--- config.mk ---
export PLATFORM = sky130hd
export DESIGN_NAME = ceespu_fetch
export DESIGN_NICKNAME = d
export VERILOG_FILES = /design/src/rtl/ceespu_fetch.sv
export SDC_FILE = /design/constraint.sdc
export NUM_CORES = 1
export LEC_CHECK = 0
export CORE_MARGIN = 2
export CORE_UTILIZATION = 25
export DETAILED_ROUTE_END_ITERATION = 12
export PLACE_DENSITY = 0.48
export SKIP_LAST_GASP = 1
export SLEW_MARGIN = 20
export SYNTH_ARGS = -nofsm -noshare
export SYNTH_HDL_FRONTEND = slang
export SYNTH_SLANG_ARGS = --single-unit
--- constraint.sdc ---
create_clock -name I_clk -period 9.11 [get_ports I_clk]
set_clock_uncertainty 0.2 [all_clocks]
set_input_delay 0.911 -clock I_clk [delete_from_list [all_inputs] [get_ports I_clk]]
set_output_delay 0.911 -clock I_clk [all_outputs]
set_load 0.02 [all_outputs]
--- src/rtl/ceespu_fetch.sv ---
// Instruction fetch stage for the ceespu pipeline.
//
// Sits between the PC stage and decode. Each cycle it decides whether the
// current PC can be consumed (issued to the synchronous instruction memory),
// and captures the word returned one cycle later, together with its PC, into
// a 2-entry buffer. The PC stage is backpressured through O_pc_stall, and a
// branch flush discards both the buffered words and the word still in flight.
//
// Decode handshake: O_valid means O_instr/O_instr_PC hold a real instruction.
// Decode takes it in any cycle where O_valid=1 and I_stall=0 (a "pop"). While
// I_stall=1 the head entry is held unchanged. Outputs read as zero when
// O_valid=0. A flush or reset cycle never counts as a pop.
module ceespu_fetch #(
  parameter int ADDR_W = 14,
  parameter int DATA_W = 32
) (
  input  logic              I_clk,
  input  logic              I_rst,
  input  logic [ADDR_W-1:0] I_PC,
  input  logic              I_flush,
  input  logic              I_stall,
  input  logic [DATA_W-1:0] I_imem_data,
  output logic [ADDR_W-1:0] O_imem_addr,
  output logic              O_imem_en,
  output logic              O_pc_stall,
  output logic              O_valid,
  output logic [DATA_W-1:0] O_instr,
  output logic [ADDR_W-1:0] O_instr_PC
);

  // Buffer occupancy (0..2) and the one outstanding memory read.
  logic [1:0]        count_q;
  logic              inflight_q;
  logic [ADDR_W-1:0] inflight_pc_q;

  // Head is the older entry; tail is only meaningful when count_q == 2.
  logic [DATA_W-1:0] head_instr_q;
  logic [ADDR_W-1:0] head_pc_q;
  logic [DATA_W-1:0] tail_instr_q;
  logic [ADDR_W-1:0] tail_pc_q;

  logic       pop;
  logic       push;
  logic       kill;
  logic       issue;
  logic [2:0] occ_next;

  // A read may be issued only if, after this cycle's pop, the buffer plus the
  // in-flight word leaves room for one more returning word. This keeps
  // count_q + inflight_q <= 2, so the buffer can never overflow.
  assign kill     = I_rst | I_flush;
  assign pop      = O_valid & ~I_stall;
  assign push     = inflight_q;
  assign occ_next = {1'b0, count_q} + {2'b00, inflight_q} - {2'b00, pop};
  assign issue    = ~kill & (occ_next <= 3'd1);

  assign O_imem_addr = I_PC;
  assign O_imem_en   = issue;
  assign O_pc_stall  = ~issue;

  assign O_valid    = (count_q != 2'd0);
  assign O_instr    = O_valid ? head_instr_q : '0;
  assign O_instr_PC = O_valid ? head_pc_q    : '0;

  // Occupancy and in-flight tracking; reset and flush both empty the stage.
  always_ff @(posedge I_clk) begin
    if (kill) begin
      count_q    <= 2'd0;
      inflight_q <= 1'b0;
    end else begin
      count_q    <= count_q + {1'b0, push} - {1'b0, pop};
      inflight_q <= issue;
    end
  end

  // Remember which PC the outstanding read belongs to.
  always_ff @(posedge I_clk) begin
    if (issue) begin
      inflight_pc_q <= I_PC;
    end
  end

  // Buffer data movement: pop shifts tail to head, push fills the first free
  // slot after the pop. Contents are don't-care when not counted.
  always_ff @(posedge I_clk) begin
    if (!kill) begin
      if (pop) begin
        if (count_q == 2'd2) begin
          head_instr_q <= tail_instr_q;
          head_pc_q    <= tail_pc_q;
          if (push) begin
            tail_instr_q <= I_imem_data;
            tail_pc_q    <= inflight_pc_q;
          end
        end else if (push) begin
          head_instr_q <= I_imem_data;
          head_pc_q    <= inflight_pc_q;
        end
      end else if (push) begin
        if (count_q == 2'd0) begin
          head_instr_q <= I_imem_data;
          head_pc_q    <= inflight_pc_q;
        end else begin
          tail_instr_q <= I_imem_data;
          tail_pc_q    <= inflight_pc_q;
        end
      end
    end
  end

endmodule
# Word-level counts from Yosys, hierarchy flattened
# Index checks and enable logic that the tools add are counted.
[op_classes]
addsub = 4
magnitude_cmp = 1
n_eq_ne = 4
muxes = 20
bitwise = 6
n_reduce_logical = 7
[op_table]
columns = ["cell", "count"]
rows = [
  ["two-way mux 32 bit", 10],
  ["two-way mux 14 bit", 10],
  ["nonzero test 2 bit", 4],
  ["AND reduction 5 bit", 1],
  ["inequality test 2 bit (second input constant)", 2],
  ["AND reduction 4 bit", 1],
  ["adder 2 x 1 -> 3 bit", 1],
  ["less-or-equal comparator 3 x 1 -> 1 bit (second input constant)", 1],
  ["NOT 1 bit", 3],
  ["subtractor 3 x 1 -> 3 bit", 1],
  ["adder 2 x 1 -> 2 bit", 1],
  ["AND 1 bit", 2],
  ["equality test 2 bit (second input constant)", 1],
  ["logical NOT 2 bit", 1],
  ["inequality test 2 x 1 -> 1 bit (second input constant)", 1],
  ["subtractor 2 x 1 -> 2 bit", 1],
  ["OR 1 bit", 1],
]
[word_totals]
register_bits = 109
inputBits = 50
out_inout_bits = 63
elab_cells = 49

# Depth between registers and ports, before layout
# Gate-level depths: netlist of run 1.
[logic_depth]
depth_word = 6
mapped_depth = 9
ltp_nobuf = 8

# Worst setup path after synthesis of run 1
# OpenSTA, ideal clock, no wires.
[synth_path]
kind = "input to register"
start = "input I_stall"
end = "register tail_instr_q[0] (enable)"
setup_time_ps = 696
t_arrival_ps = 8581
required_ps = 8214
setup_slack_ps = -367
cell_stages = 3
n_path_buf = 0
cell_sequence = "or2_2 ha_1 a2111oi_0"
[synth_via]
elab_chain_cells = 4
elab_cells_between_ends = 6
classes_between = "2 x eq/ne; 2 x bitwise; 2 x reduce/logical"
[synth_rtl]
columns = ["element", "line_no", "source"]
rows = [
  ["start: declaration", "21", "input logic I_stall,"],
  ["NOT 1 bit *", "52", "assign pop = O_valid & ~I_stall;"],
  ["AND 1 bit *", "52", ""],
  ["inequality test 2 x 1 -> 1 bit (no source line) (tied with other cells)", "--", ""],
  ["AND reduction 5 bit (no source line) *", "--", ""],
  ["end signal: assignment", "92", "tail_instr_q <= I_imem_data;"],
  ["end signal: assignment", "104", "tail_instr_q <= I_imem_data;"],
  ["end: declaration", "39", "logic [DATA_W-1:0] tail_instr_q;"],
]
# Mark *: on every way between the ends. The rest lies on a longest branch, timed or not.
# A chain may end at the register's enable or synchronous reset.

# Worst setup path after layout of run 1
[layout_path]
start = "input I_stall"
end = "output O_imem_en"
[layout_via]
elab_chain_cells = 5
[layout_rtl]
columns = ["element", "line_no", "source"]
rows = [
  ["NOT 1 bit", "52", ""],
  ["AND 1 bit", "52", ""],
  ["subtractor 3 x 1 -> 3 bit", "54", "assign occ_next = {1'b0, count_q} + {2'b00, inflight_q} - {2'b00, pop};"],
  ["via occ_next[1]", "46", "logic [2:0] occ_next;"],
  ["less-or-equal comparator 3 x 1 -> 1 bit", "55", "assign issue = ~kill & (occ_next <= 3'd1);"],
  ["AND 1 bit", "55", ""],
  ["end: declaration", "24", "output logic O_imem_en,"],
]
# The timed path passes the listed nets, and every way through them passes these cells.

==> impl_metrics.toml, run 1 <==
[status]
status = "complete, no violations"

[critical_path]
path_cells = "clkdlybuf4s50_1 > or2_2 > ha_1 > ha_1 > fa_1 > nor4_2 > buf_4 > clkdlybuf4s50_1"
end_kind = "output pin"
crit_slowest_cell = "clkdlybuf4s50_1"
r2r-end = "inflight_pc_q[3]$_DFFE_PP_"
r2r_setup_slack_ns = 6.28
required_ns = 8.00
crit_buf_inv = 3
crit_path_start_kind = "input port"
cp.arrival_ns = 3.92
r2r-start = "count_q[0]$_SDFF_PN0_"
max_stage_delay_ns = 0.65
ff2ff_path_depth = 7
path_delay_family = "buffers and inverters"
worst-path-max-fanout = 16
criticalPathCategory = "input port to output pin"

[power]
total_leakage_power_uw = 0.001897
cellPowerDensity_nw_per_um2 = 177.8
power.total_uw = 1065
ir_worst_vdd_uv = 77.33

[hold_path]
hold_path.class = "flop to flop"
min_from = "inflight_pc_q[2]$_DFFE_PP_"
worstHoldEndpoint = "tail_pc_q[2]$_DFFE_PP_"
whs_path_depth = 0

[placement]
dp_slack_ns = 4.074
finalWeightedCongestion = 0.6925
dp_cells = 567
place_hpwl_um = 5130
port-buffer-count = 112
placed_cell_area_um2 = 5693

[yosys]
synth_commonest_cells = "edfxtp_1 (106), nor2b_1 (44), mux2_2 (43), buf_4 (14), clkbuf_1 (5)"
synth_nets = 301
yosysMostFrequentCell = "edfxtp_1"
ys_top_cells_by_area = "edfxtp_1 (72%), mux2_2 (11%), nor2b_1 (6.3%)"
avgSynthCellArea_um2 = 17.74
ys_seq_area_frac = 0.7370
synth-async-reset-ratio = 0
synth_top_area_frac = 0.7233
synth-edff-count = 106
synth.cell_area_um2 = 4400
yosysUniqueCellTypes = 24
ys.flop_type = "edfxtp_1"
ys_ff_latch = 109
yosysTopAreaCell = "edfxtp_1"
netlist_instances = 248
yosys_warnings = 0

[grt]
grt_pass1_wl_um = 13170
antenna_found_initial = 0
grt_max_degree = 49
overflow = 0
grt_pass1_vias = 2523
grt_util_all_layers = 0.09401

[cells_and_area]
antenna_cells = 0
final_area_um2 = 5991
layoutNonFillerInstCount = 583
final_nets = 406
area_delta_synth_final_pct = 36.14
drive_gt1_frac = 0.1955

[die]
core_area_um2 = 17240
die_w_um = 136.7
start_util = 0.2553
rows = 48
die_h_um = 136.7
io_pins = 113
die_area_um2 = 18680

[routing]
vias = 2369
firstDrtPassIters = 4
drc = 0
postRouteWirelength_um = 8387
vias_per_cell = 4.063
wl_per_cell_um = 14.39
drt_iter0_drc = 84
drtAntennaViolNets = 0

[clocking]
clk_pin_slew_ns = 0.07
numCtsBuffers = 9
cts-resized-gates = 0
hold_buffers = 0
clk_latency_ns = 0.35
cts.path.max_buffers = 2
cts_root_buffer = "clkbuf_16"
tritoncts = "yes"
htree_levels = 3
post_cts_buffers = 0
clkSinkCount = 109

[timing]
drv_slew = 0
min_period_ns = 5.030
fin_ws_ns = 4.080
fin_crit_sh = 0.5521
setup_viol_count_final = 0
worst_pin_slew_ns = 0.6675
clock.fmax_mhz = 198.8
slew_headroom = 0.5550
rsz0062_at_grt = "false"
finalSetupTns_ns = 0
hold_viol_final = 0

[run]
cap_violations = 0
==> sequential cells by signal, indices dropped and copies added (netlist names) <==
| register | cells |
|---|---|
| head_instr_q | 32 |
| tail_instr_q | 32 |
| head_pc_q | 14 |
| inflight_pc_q | 14 |
| tail_pc_q | 14 |
| count_q | 2 |
| inflight_q | 1 |
==> power by group <==
part	leakage, uW	internal [uW]	switching, uW	total [uW]
combinational	0.000770	57.0	50.6	108
clock	0.000144	216	179	395
sequential	0.000983	560	3.38	563
total	0.00190	832	233	1070
==> worst max-delay path by stage <==
| stage | start | to | slack [ns] | depth (start not counted) |
|---|---|---|---|---|
| 2_1_floorplan | I_stall | tail_instr_q[0]$_DFFE_PP_ | 1.90 | 3 |
| 3_3_place_gp | I_stall | O_imem_en | 4.11 | 8 |
| 3_5_place_dp | I_stall | O_imem_en | 4.07 | 8 |
| 4_1_cts | I_stall | O_imem_en | 4.06 | 8 |
| 5_1_grt | I_stall | O_imem_en | 3.95 | 8 |
| 6_report | I_stall | O_imem_en | 4.08 | 8 |
==> through the flow <==
stage	utilization	hold slack, ns
5_1_grt	0.3476	0.2720
3_3_place_gp	0.3303	0.2265
4_1_cts	0.3476	0.2496
2_1_floorplan	-	0.2187
6_report	0.3476	0.2475
3_5_place_dp	0.3303	0.2328
==> placed cells by master, fill, tap and decap left out, types with 2 or more instances in the layout <==
cell type,count
clkbuf_16,9
and2_1,2
mux2_1,3
buf_4,5
mux2_2,43
dfxtp_1,3
or3_1,2
nor2b_1,44
and2b_1,2
inv_6,3
inv_1,3
edfxtp_1,106
ha_1,2
clkdlybuf4s50_1,112
nor4_1,3
==> metal layers <==
metal	wire, um	part of all wire	GRT usage	vias to the layer above
li1	-	-	-	1115
met1	3841	0.46	0.1218	1155
met2	3802	0.45	0.1439	89
met3	587	0.070	0.02889	10
met4	156	0.019	0.04340	0
met5	0	0	0	-
==> cell families (layout without fill, tap and decap cells) <==
kind of cell               Yosys count  in the layout  share of synthesized area
adders and majority gates            3              3                    0.01024
AOI/OAI and AO/OA                    2              2                   0.003981
buffers and inverters               27            137                    0.04180
DFF                                109            109                     0.7370
muxes                               47             47                     0.1200
xor gates and xnor gates             1              1                   0.001991
and+or+nand+nor                     59             59                    0.08501
==> worst reg2reg max path: cells and delay by family, from the launching register on <==
kind,cells,cell delay (ns)
simple gates,3,0.55
flops,1,0.51
fa+ha+maj,3,0.97
buf+inv,1,0.28
==> cell type report <==
cell class	count	area, um2
fill	1634	11250
sequential	109	3243
timing repair buffer	117	1159
multi-input combinational	112	994.7
tap	225	281.5
clock buffer	10	229.0
clock inverter	6	68.82
inverter	4	15.01
(Power assumes the default switching activity.)
==> run 2: changes to the inputs <==
- clock period: 9.11 -> 4.2 ns (I/O delays scaled with it)
==> impl_metrics.toml, run 2 (synthesis results as in run 1) <==
[cells_and_area]
layoutNonFillerInstCount = 585
area_delta_synth_final_pct = 36.88
drive_gt1_frac = 0.2000
reg_top3 = "head_instr_q x32, tail_instr_q x32"
final_common_cell = "clkdlybuf4s50_1"
antenna_cells = 0
nFillCells = 1654
final_cell_mix = "clkdlybuf4s50_1 (112), edfxtp_1 (106), nor2b_1 (44), mux2_2 (43), clkbuf_16 (9)"
final_nets = 408

[power]
p_sw_uw = 515.1
sw_frac_of_total = 0.2270
total_leakage_power_uw = 0.001905
pwr-share-seq = 0.538
p_clk_frac = 0.357
cellPowerDensity_nw_per_um2 = 376.7
intPower_uw = 1754
power.total_uw = 2269
p_comb_frac = 0.105
ir_worst_vdd_uv = 225.9

[die]
die_area_um2 = 18680
io_pins = 113
die_h_um = 136.7
start_util = 0.2553
die_w_um = 136.7
rows = 48
core_area_um2 = 17240

[routing]
drt_iter0_drc = 80
vias_per_cell = 4.021
firstDrtPassIters = 4
drtAntennaViolNets = 0
drc = 0
wl_per_cell_um = 14.53
postRouteWirelength_um = 8499
vias = 2352

[clocking]
clk_latency_ns = 0.35
cts_root_buffer = "clkbuf_16"
post_cts_buffers = 0
clkSinkCount = 109
hold_buffers = 0
tritoncts = "yes"
cts-resized-gates = 0
clk_pin_slew_ns = 0.08
numCtsBuffers = 9
cts.path.max_buffers = 2
htree_levels = 3

[critical_path]
worstSetupStartpoint = "count_q[0]$_SDFF_PN0_"
ff2ff_path_depth = 7
r2r-end = "inflight_pc_q[5]$_DFFE_PP_"
crit_slowest_cell = "clkdlybuf4s50_1"
r2r-start = "count_q[0]$_SDFF_PN0_"
cp-endpoint = "O_imem_en"
critPathMostFrequentCell = "ha_1"
r2r_setup_slack_ns = 1.19
path_cells = "nor2_4 > or2_2 > ha_1 > ha_1 > fa_1 > nor4_4 > clkdlybuf4s50_1"
cp.arrival_ns = 3.25
max_stage_delay_ns = 0.68
criticalPathCategory = "flop to output pin"
end_kind = "output pin"
crit_path_start_kind = "flop"
required_ns = 3.58
worst-path-max-fanout = 6

[grt]
grt_pass1_wl_um = 13460
grt_util_all_layers = 0.09670
grt_pass1_vias = 2534
overflow = 0
grt_max_degree = 47
antenna_found_initial = 0

[timing]
fin_crit_sh = 0.9214
finalSetupTns_ns = 0
hold_viol_final = 0
min_period_ns = 3.870
drv_slew = 0
clock.fmax_mhz = 258.4
rsz0062_at_grt = "false"
worst_pin_slew_ns = 0.6800
setup_viol_count_final = 0
slew_headroom = 0.5467

[placement]
port-buffer-count = 112
finalWeightedCongestion = 0.6798
place_hpwl_um = 5485
dp_cells = 569

[status]
status = "complete, no violations"

[run]
cap_violations = 0

[hold_path]
min_from = "inflight_pc_q[9]$_DFFE_PP_"
hold_path.class = "flop to flop"
## run 2: changes by cell type in the layout (fill, tap and decap cells not counted), sizes merged
cell      change
clkinv        +1
clkinvlp      -1
bufinv        -1
inv           +1
buf           +2
## run 2: cell type report
type                    count  area (um2)  share of cell area
multi-input cells         112        1016              0.1687
well taps                 225       281.5             0.04674
inverters                   4       15.01            0.002493
repair buffers            119        1186              0.1969
clock inverters             6       52.55            0.008725
clock buffers              10       229.0             0.03801
flip-flops and latches    109        3243              0.5384
## run 2: worst min-delay path by stage
stage	endpoint	slack, ns	cells after the start
detailed placement	tail_pc_q[9]$_DFFE_PP_	0.24	0
finish	tail_pc_q[9]$_DFFE_PP_	0.25	0
global route	tail_pc_q[9]$_DFFE_PP_	0.27	0
floorplan	tail_pc_q[10]$_DFFE_PP_	0.22	0
CTS	tail_pc_q[9]$_DFFE_PP_	0.25	0
global placement	tail_pc_q[11]$_DFFE_PP_	0.23	0
## run 2: stage by stage
stage | hold WS [ns] | cell area [um2] | utilization | setup WS [ns]
6_report | 0.2518 | 6023 | 0.3494 | 0.3301
5_1_grt | 0.2717 | 6023 | 0.3494 | 0.1661
4_1_cts | 0.2547 | 6023 | 0.3494 | 0.2601
3_5_place_dp | 0.2351 | 5742 | 0.3331 | 0.3779
3_3_place_gp | 0.2288 | 5742 | 0.3331 | 0.3986
2_1_floorplan | 0.2187 | 4425 | - | 0.04727
## run 2: power groups by stage
stage          Clock (uW)  Combinational [uW]  Sequential [uW]
2_1_floorplan           0                 115             1240
3_3_place_gp            0                 240             1250
3_5_place_dp            0                 241             1250
4_1_cts               850                 243             1220
5_1_grt               882                 257             1220
6_report              810                 237             1220
## run 2: critical path: cells and delay by family, from the launching register on
kind                       cells  cell delay [ns]
adders and majority gates      3             1.01
buffers and inverters          1             0.68
DFF                            1             0.51
and+or+nand+nor                3             0.70
## run 2: layer usage
| metal | global-route usage | vias to the layer above | wire (um) |
|---|---|---|---|
| met5 | 0 | - | 0 |
| li1 | - | 1119 | - |
| met2 | 0.1492 | 81 | 3962 |
| met3 | 0.03630 | 10 | 557 |
| met1 | 0.1220 | 1142 | 3832 |
| met4 | 0.03993 | 0 | 147 |
